==> src/rtl/mppt_po_controller.sv <==
// Perturb-and-observe MPPT controller: multiplies V/I samples into power and
// nudges the converter duty toward higher power, settling after every update.
module mppt_po_controller #(
  parameter int DUTY_INIT = 128,
  parameter int DUTY_MIN  = 16,
  parameter int DUTY_MAX  = 240,
  parameter int STEP      = 4,
  parameter int SETTLE    = 8
) (
  input  logic        clk,
  input  logic        rst,
  input  logic        enable,
  input  logic        sample_valid,
  input  logic [7:0]  voltage,
  input  logic [7:0]  current,
  output logic [7:0]  duty,
  output logic        duty_strobe,
  output logic        direction,
  output logic [15:0] power,
  output logic [2:0]  state
);

  localparam int CW = (SETTLE > 1) ? $clog2(SETTLE) : 1;
  localparam logic [CW-1:0] SETTLE_LAST = CW'(SETTLE - 1);
  localparam logic [7:0] INIT8 = 8'(DUTY_INIT);
  localparam logic [7:0] MIN8  = 8'(DUTY_MIN);
  localparam logic [7:0] MAX8  = 8'(DUTY_MAX);
  localparam logic [8:0] STEP9 = 9'(STEP);
  localparam logic [8:0] MIN9  = 9'(DUTY_MIN);
  localparam logic [8:0] MAX9  = 9'(DUTY_MAX);

  typedef enum logic [2:0] {
    ST_IDLE    = 3'd0,
    ST_SETTLE  = 3'd1,
    ST_SAMPLE  = 3'd2,
    ST_COMPUTE = 3'd3,
    ST_UPDATE  = 3'd4
  } state_t;

  state_t         cur, nxt;
  logic [7:0]     duty_n, v_lat, i_lat, v_n, i_n;
  logic           dir_n, strobe_n, first, first_n, step_dir;
  logic [15:0]    power_n, prev_power, prev_n;
  logic [CW-1:0]  cnt, cnt_n;
  logic [8:0]     up9, dn9;
  logic           dn_under;

  // Stepping is done at 9 bits so overflow past 255 and borrow below 0 both
  // land in the clamp comparisons instead of wrapping silently.
  assign up9      = {1'b0, duty} + STEP9;
  assign dn9      = {1'b0, duty} - STEP9;
  assign dn_under = ({1'b0, duty} < STEP9) || (dn9 < MIN9);

  always_comb begin
    nxt      = cur;
    duty_n   = duty;
    dir_n    = direction;
    power_n  = power;
    prev_n   = prev_power;
    first_n  = first;
    cnt_n    = cnt;
    v_n      = v_lat;
    i_n      = i_lat;
    strobe_n = 1'b0;
    step_dir = direction;
    if (!enable) begin
      nxt   = ST_IDLE;
      cnt_n = '0;
    end else begin
      case (cur)
        ST_IDLE: begin
          nxt     = ST_SETTLE;
          duty_n  = INIT8;
          dir_n   = 1'b1;
          first_n = 1'b1;
          cnt_n   = '0;
        end
        ST_SETTLE: begin
          if (cnt == SETTLE_LAST) begin
            cnt_n = '0;
            nxt   = ST_SAMPLE;
          end else begin
            cnt_n = cnt + CW'(1);
          end
        end
        ST_SAMPLE: begin
          if (sample_valid) begin
            v_n = voltage;
            i_n = current;
            nxt = ST_COMPUTE;
          end
        end
        ST_COMPUTE: begin
          power_n = 16'(v_lat) * 16'(i_lat);
          nxt     = ST_UPDATE;
        end
        ST_UPDATE: begin
          nxt     = ST_SETTLE;
          cnt_n   = '0;
          prev_n  = power;
          first_n = 1'b0;
          // Equal power (after the first sample) leaves duty where it is.
          if (first || (power != prev_power)) begin
            step_dir = (!first && (power < prev_power)) ? ~direction : direction;
            if (step_dir) begin
              if (up9 > MAX9) begin
                duty_n = MAX8;
                dir_n  = 1'b0;
              end else begin
                duty_n = up9[7:0];
                dir_n  = 1'b1;
              end
            end else begin
              if (dn_under) begin
                duty_n = MIN8;
                dir_n  = 1'b1;
              end else begin
                duty_n = dn9[7:0];
                dir_n  = 1'b0;
              end
            end
            strobe_n = (duty_n != duty);
          end
        end
        default: nxt = ST_IDLE;
      endcase
    end
  end

  always_ff @(posedge clk or posedge rst) begin
    if (rst) begin
      cur         <= ST_IDLE;
      duty        <= INIT8;
      duty_strobe <= 1'b0;
      direction   <= 1'b1;
      power       <= '0;
      prev_power  <= '0;
      first       <= 1'b1;
      cnt         <= '0;
      v_lat       <= '0;
      i_lat       <= '0;
    end else begin
      cur         <= nxt;
      duty        <= duty_n;
      duty_strobe <= strobe_n;
      direction   <= dir_n;
      power       <= power_n;
      prev_power  <= prev_n;
      first       <= first_n;
      cnt         <= cnt_n;
      v_lat       <= v_n;
      i_lat       <= i_n;
    end
  end

  assign state = cur;

endmodule

==> config.mk <==
export PLATFORM = sky130hd
export DESIGN_NAME = mppt_po_controller
export DESIGN_NICKNAME = d
export VERILOG_FILES = /design/src/rtl/mppt_po_controller.sv
export SDC_FILE = /design/constraint.sdc
export NUM_CORES = 1
export LEC_CHECK = 0
export CELL_PAD_IN_SITES_DETAIL_PLACEMENT = 0
export CELL_PAD_IN_SITES_GLOBAL_PLACEMENT = 1
export CORE_ASPECT_RATIO = 1.1
export CORE_UTILIZATION = 46
export CTS_CLUSTER_DIAMETER = 200
export DETAILED_ROUTE_END_ITERATION = 10
export GPL_TIMING_DRIVEN = 0
export PLACE_DENSITY_LB_ADDON = 0.05
export SLEW_MARGIN = 5
export SYNTH_ARGS = -nofsm -noshare
export SYNTH_HDL_FRONTEND = slang
export SYNTH_SLANG_ARGS = --single-unit
export TNS_END_PERCENT = 1
==> constraint.sdc <==
create_clock -name clk -period 6.35 [get_ports clk]
set_input_delay 1.27 -clock clk [delete_from_list [all_inputs] [get_ports clk]]
set_output_delay 1.27 -clock clk [all_outputs]
set_load 0.01 [all_outputs]
==> impl_metrics.env, run 1 <==
export IMPL_syn_avg_cell_area_um2=9.49
export IMPL_postCtsSetupBuffers=0
export IMPL_async_reset_ff_share_pct=100
export IMPL_grt_max_degree=66
export IMPL_clk_insertion_delay_late_ps=330
export IMPL_power_density_nw_per_um2=150
export IMPL_cts_tree="built"
export IMPL_drive_gt1_share_pct=6.74
export IMPL_cts_buffers=9
export IMPL_num_vias=3926
export IMPL_min_to="duty[0]"
export IMPL_synth_nets=673
export IMPL_worst_pin_slew_ps=802
export IMPL_drcViolationCount=0
export IMPL_clk_pin_slew_worst_paths_ps=50
export IMPL_synth_mux_area_share_pct=4.17
export IMPL_clockBufferDepth=2
export IMPL_skew_ps=5.45
export IMPL_drv_slew=0
export IMPL_wl_mm=10.7
export IMPL_outcome="finished, final reports clean"
export IMPL_rsz0062_at_grt="no"
export IMPL_die_h_um=115
export IMPL_rr_startpoint="v_lat[1]"
export IMPL_p_int_w=0.000720
export IMPL_p_sw_w=0.000215
export IMPL_cp_slowest_cell="fa_1"
export IMPL_p_leak_nw=3.16
export IMPL_dr_pass1_iters=5
export IMPL_hp_class="reg -> reg"
export IMPL_fin_crit_sh_pct=75.1
export IMPL_criticalPathCategory="reg -> reg"
export IMPL_hp_start="duty[0]"
export IMPL_finalHoldViolCount=0
export IMPL_setup_ws_ps=1580
export IMPL_vdd_drop_max_mv=0.101
export IMPL_n_antenna_cell=0
export IMPL_r2r_end="power[12]"
export IMPL_arrival_ps=5000
export IMPL_grt_pass1_wl_mm=18.8
export IMPL_final_common_cell="inv_1"
export IMPL_hpwl_mm=8.38
export IMPL_first_iter_violations=164
export IMPL_cap_violations=0
export IMPL_finalSetupViolCount=0
export IMPL_core_area_um2=11100
export IMPL_reg2reg_slack_ps=1580
export IMPL_cts_sinks=65
export IMPL_yosys_warnings=0
export IMPL_critPathTopFamily="adder cells"
export IMPL_synth_top_family_by_area="adder cells"
export IMPL_synth_compound_area_share_pct=11.9
export IMPL_root_buffer="clkbuf_16"
export IMPL_cp_end_kind="register"
export IMPL_fin_crit_ps=4770
export IMPL_path_cells="and2_1, fa_1, fa_1, fa_1, inv_1, fa_1, inv_1, ha_1, or3_1, a311o_1, a31oi_1, nor2b_1, o21ai_1, nand2b_1, xnor2_1, o21ai_0"
export IMPL_layout_common_cells="inv_1 (77), nand2_1 (66), dfrtp_1 (62), ha_1 (57), and2_1 (53)"
export IMPL_overflow=0
export IMPL_crit_top_cell="fa_1"
export IMPL_synth_adder_area_share_pct=27.0
export IMPL_post_route_util_pct=56.2
export IMPL_port_buffers=48
export IMPL_power_switching_share_pct=23.0
export IMPL_final_cell_area_um2=6250
export IMPL_hold_depth=1
export IMPL_combPwrFrac_pct=5.9
export IMPL_cts_hold_buf=0
export IMPL_synth_edf_count=0
export IMPL_synthDistinctLibCells=52
export IMPL_via_per_inst=5.10
export IMPL_clockPowerShare_pct=47.7
export IMPL_gr_usage_all_layers_pct=19.6
export IMPL_yosys_area_share_simple_pct=17.0
export IMPL_synth_xor_area_share_pct=2.80
export IMPL_critPathRequiredTime_ps=6580
export IMPL_synth_flop_cell="dfrtp_1"
export IMPL_ant_nets=0
export IMPL_place_ws_ps=1520
export IMPL_fp_dieW_um=105
export IMPL_htreeDepth=3
export IMPL_floorplan_initialDensity_pct=47.8
export IMPL_post_cts_resized=0
export IMPL_max_freq_mhz=210
export IMPL_grt_pass1_vias=3899
export IMPL_r2r_cells=16
export IMPL_crit_buf_inv=2
export IMPL_wl_per_cell_um=13.9
export IMPL_max_slew_margin_pct=46.5
export IMPL_antenna_found_initial=0
export IMPL_rows=40
export IMPL_setup_tns_ps=0
export IMPL_die_area_um2=12000
export IMPL_area_growth_pct=17.5
export IMPL_max_stage_delay_ps=540
export IMPL_ios=49
export IMPL_worstPathMaxFanout=9
export IMPL_ys_seq_elements=65
export IMPL_gp_congestion=0.833
export IMPL_final_nets=732
export IMPL_cp_start_kind="register"
export IMPL_ys_seq_area_share_pct=30.7
export IMPL_syn_inst=560
export IMPL_dpl_cell_area_um2=5980
export IMPL_seq_power_share_pct=46.4
export IMPL_syn_cell_area_um2=5320
final cells by class:
type                       count  area, µm²
buffer                        11       50.0
inverter                      78        295
fill                        1020       4860
clock inverter                 3       17.5
multi-input combinational    406       3340
sequential                    65       1630
timing repair buffer          48        480
clock buffer                  12        246
tap                          147        184
routing by layer:
metal,vias to the layer above,global-route usage [%],routed length [µm]
met5,-,0,0
met4,0,5.71,63
met3,4,3.17,272
met2,64,32.9,5100
met1,1878,26.4,5250
li1,1980,-,-
cell usage after synthesis (2+ instances only):
cell / instances / share of area (%)
a211oi_1: 2 / 0.28
a21o_1: 5 / 0.71
a21oi_1: 24 / 2.3
a311o_1: 2 / 0.38
a31oi_1: 3 / 0.35
a41o_1: 2 / 0.38
a41oi_1: 2 / 0.33
and2_1: 53 / 6.2
clkbuf_1: 9 / 0.64
dfrtp_1: 62 / 29
dfstp_2: 3 / 1.5
fa_1: 36 / 14
ha_1: 57 / 13
inv_1: 78 / 5.5
mux2_2: 17 / 3.6
mux2i_1: 3 / 0.56
nand2_1: 66 / 4.7
nand2b_1: 2 / 0.24
nand3_1: 9 / 0.85
nand4_1: 3 / 0.35
nor2_1: 21 / 1.5
nor2b_1: 8 / 0.94
nor3_1: 4 / 0.38
nor4_1: 2 / 0.24
o211ai_1: 5 / 0.71
o21a_1: 3 / 0.42
o21ai_0: 38 / 3.6
o21ai_1: 3 / 0.28
o41ai_1: 2 / 0.33
or3_1: 4 / 0.47
xnor2_1: 7 / 1.2
xor2_1: 5 / 0.82
power groups by stage:
stage               registers [W]  logic (W)  clock network [W]
finish                   0.000434  0.0000547           0.000446
global route             0.000435  0.0000635           0.000476
CTS                      0.000434  0.0000564           0.000459
detailed placement       0.000441  0.0000560                  0
global placement         0.000441  0.0000546                  0
floorplan                0.000436  0.0000336                  0
metrics by stage:
step	std cells	hold WS (ps)	power (W)
floorplan	560	485	0.000470
global placement	755	499	0.000496
detailed placement	755	511	0.000497
CTS	770	523	0.000949
global route	770	528	0.000974
finish	770	513	0.000935
cells by family (layout without fill, tap and decap cells):
logic type,after synthesis,after routing
DFF,65,65
muxes,20,20
and+or+nand+nor,178,178
adders and majority gates,93,93
xor gates and xnor gates,14,14
AOI/OAI and AO/OA,101,101
buffers and inverters,89,152
flip-flops by register name (all words and copies together) (netlist names):
signal / count
duty: 8
i_lat: 8
direction: 1
state: 3
power: 16
prev_power: 16
cnt: 3
duty_strobe: 1
v_lat: 8
first: 1
how the worst max path moves through the flow:
stage                   from   endpoint  slack [ps]  depth (start not counted)
finish              v_lat[1]  power[12]        1580                         16
detailed placement  v_lat[2]  power[12]        1520                         16
CTS                 v_lat[1]  power[12]        1530                         16
global route        v_lat[1]  power[12]        1250                         16
floorplan           v_lat[1]  power[14]        1920                         16
global placement    v_lat[1]  power[14]        1590                         16
No activity file was read; power rests on OpenSTA's default activity.
==> run 2: changes to the inputs <==
==> constraint.sdc (replaced) <==
create_clock -name clk -period 4.4 [get_ports clk]
set_input_delay 0.88 -clock clk [delete_from_list [all_inputs] [get_ports clk]]
set_output_delay 0.88 -clock clk [all_outputs]
set_load 0.01 [all_outputs]
==> run 2 against run 1 <==
Sequential share of layout area is 1.3 points lower. Core utilization is 3.6 points higher. Power is 61% higher. Global-route usage is 1.5 points higher. Cell count is 3.8% higher. Clock power is 74% higher. Highest routed layer unchanged. Routed wire length is 8.5% higher. Die area stayed put. Largest power group unchanged.
==> impl_metrics.env, run 2 (synthesis results as in run 1) <==
export IMPL_via_per_inst=5.16
export IMPL_clockBufferDepth=2
export IMPL_dr_pass1_iters=4
export IMPL_die_area_um2=12000
export IMPL_clk_insertion_delay_late_ps=340
export IMPL_hpwl_mm=8.56
export IMPL_stdcell_count=799
export IMPL_cts_sinks=65
export IMPL_outcome="finished, final reports clean"
export IMPL_wl_per_cell_um=14.5
export IMPL_cts_tree="built"
export IMPL_max_slew_margin_pct=46.5
export IMPL_ant_nets=0
export IMPL_overflow=0
export IMPL_clk_pin_slew_worst_paths_ps=50
export IMPL_area_growth_pct=25.0
export IMPL_top_layer_used="met4"
export IMPL_max_freq_mhz=231
export IMPL_grt_pass1_wl_mm=20.0
export IMPL_setup_tns_ps=0
export IMPL_gp_congestion=0.829
export IMPL_wl_met1_mm=5.52
export IMPL_n_antenna_cell=0
export IMPL_layout_common_cells="inv_1 (73), nand2_1 (64), ha_1 (52), dfrtp_1 (49), clkdlybuf4s50_1 (48)"
export IMPL_htreeDepth=3
export IMPL_rows=40
export IMPL_die_h_um=115
export IMPL_first_iter_violations=162
export IMPL_cap_violations=0
export IMPL_drive_gt1_share_pct=16.7
export IMPL_met2_length_mm=5.56
export IMPL_final_cell_area_um2=6650
export IMPL_dp_cells=755
export IMPL_dpl_cell_area_um2=5990
export IMPL_cp_end_kind="register"
export IMPL_p_leak_nw=3.31
export IMPL_drv_slew=0
export IMPL_largestRegisters="power (16), prev_power (16)"
export IMPL_fin_crit_ps=4330
export IMPL_skew_ps=3.63
export IMPL_r2r_cells=18
export IMPL_fillCellCount=1013
export IMPL_finalHoldViolCount=0
export IMPL_worst_pin_slew_ps=802
export IMPL_route_met3_wl_um=356
export IMPL_cp_start_kind="register"
export IMPL_power_density_nw_per_um2=226
export IMPL_final_common_cell="inv_1"
export IMPL_fin_hold_ws_ps=523
export IMPL_finalSetupViolCount=0
export IMPL_core_area_um2=11100
export IMPL_cts_buffers=9
export IMPL_fp_dieW_um=105
export IMPL_fin_crit_sh_pct=98.4
export IMPL_root_buffer="clkbuf_16"
export IMPL_critPathRequiredTime_ps=4610
export IMPL_hp_class="reg -> reg"
export IMPL_criticalPathCategory="reg -> reg"
export IMPL_ios=49
export IMPL_port_buffers=48
export IMPL_worstPathMaxFanout=5
export IMPL_regArea_um2=1650
export IMPL_drcViolationCount=0
export IMPL_multi_input_area_um2=3450
export IMPL_grt_max_degree=66
export IMPL_vdd_drop_max_mv=0.220
export IMPL_arrival_ps=4540
export IMPL_wl_mm=11.6
export IMPL_rsz0062_at_grt="yes"
export IMPL_floorplan_initialDensity_pct=47.8
export IMPL_final_nets=760
export IMPL_hold_depth=1
export IMPL_num_vias=4124
export IMPL_gr_usage_all_layers_pct=21.1
export IMPL_antenna_found_initial=0
export IMPL_grt_pass1_vias=4089
run 2: cell types whose count changed in the layout (fill, tap and decap cells not counted), moves of 5 or more:
cell / delta
and2_1: -8
dfrtp_1: -13
ha_1: -5
dfrtp_2: +13
ha_4: +5
and2_4: +8
buf_4: +25
run 2: report_power, final:
group          switching [W]  leakage (nW)  internal, W  total [W]
Combinational      0.0000509          2.36    0.0000533   0.000104
Sequential         0.0000140         0.787     0.000609   0.000623
Clock               0.000266         0.159     0.000510   0.000776
Total               0.000331          3.31      0.00117    0.00150
run 2: through the flow:
stage                     setup WS, ps  power (W)  utilization (%)
after global routing              -125    0.00156             59.8
final                             68.6    0.00150             59.8
after floorplan                   19.8   0.000678                -
after global placement            -290   0.000716             53.9
after CTS                        -17.0    0.00152             59.7
after detailed placement          -324   0.000718             53.9
run 2: path summary, 6_finish.rpt:
path | slack [ps] | startpoint | end
worst max-delay path | 70 | v_lat[2] | power[15]
worst min-delay path | 520 | prev_power[0] | prev_power[0]
worst max register to register | 70 | v_lat[2] | power[15]
worst min register to register | 520 | prev_power[0] | prev_power[0]
max in group asynchronous | 2780 | rst | i_lat[5]
min in group asynchronous | 1060 | rst | cnt[2]
run 2: what timing repair did:
action / in CTS / in global routing
cloned: 0 / 0
endpoints found under the hold margin: 0 / 0
endpoints found under the setup margin: 4 / 4
hold buffers: 0 / 0
buffers inserted: 28 / 1
resized for setup: 37 / 4
pin swaps: 42 / 11
run 2: critical path, stage by stage (launching register included):
cell	delay, ps
dfrtp_2	460
buf_6	140
buf_4	130
and2_4	150
fa_2	350
fa_1	440
ha_1	280
inv_1	40
fa_1	490
inv_2	50
ha_4	200
nor2b_1	140
o31a_1	310
o211ai_1	190
nand2_1	100
a41o_1	220
o41ai_2	240
xnor2_1	180
o21ai_1	100
run 2: cell type report:
cell class,count,share of cell area (%)
clock inverter,5,1.19
sequential,65,24.8
tap,147,2.77
buffer,11,0.753
multi-input combinational,406,51.9
clock buffer,11,3.65
inverter,78,4.44
timing repair buffer,76,10.6
run 2: layer usage:
layer	vias to the layer above	global-route usage [%]
met3	11	4.14
li1	2039	-
met1	2010	27.9
met4	0	6.57
met2	64	35.1
met5	-	0
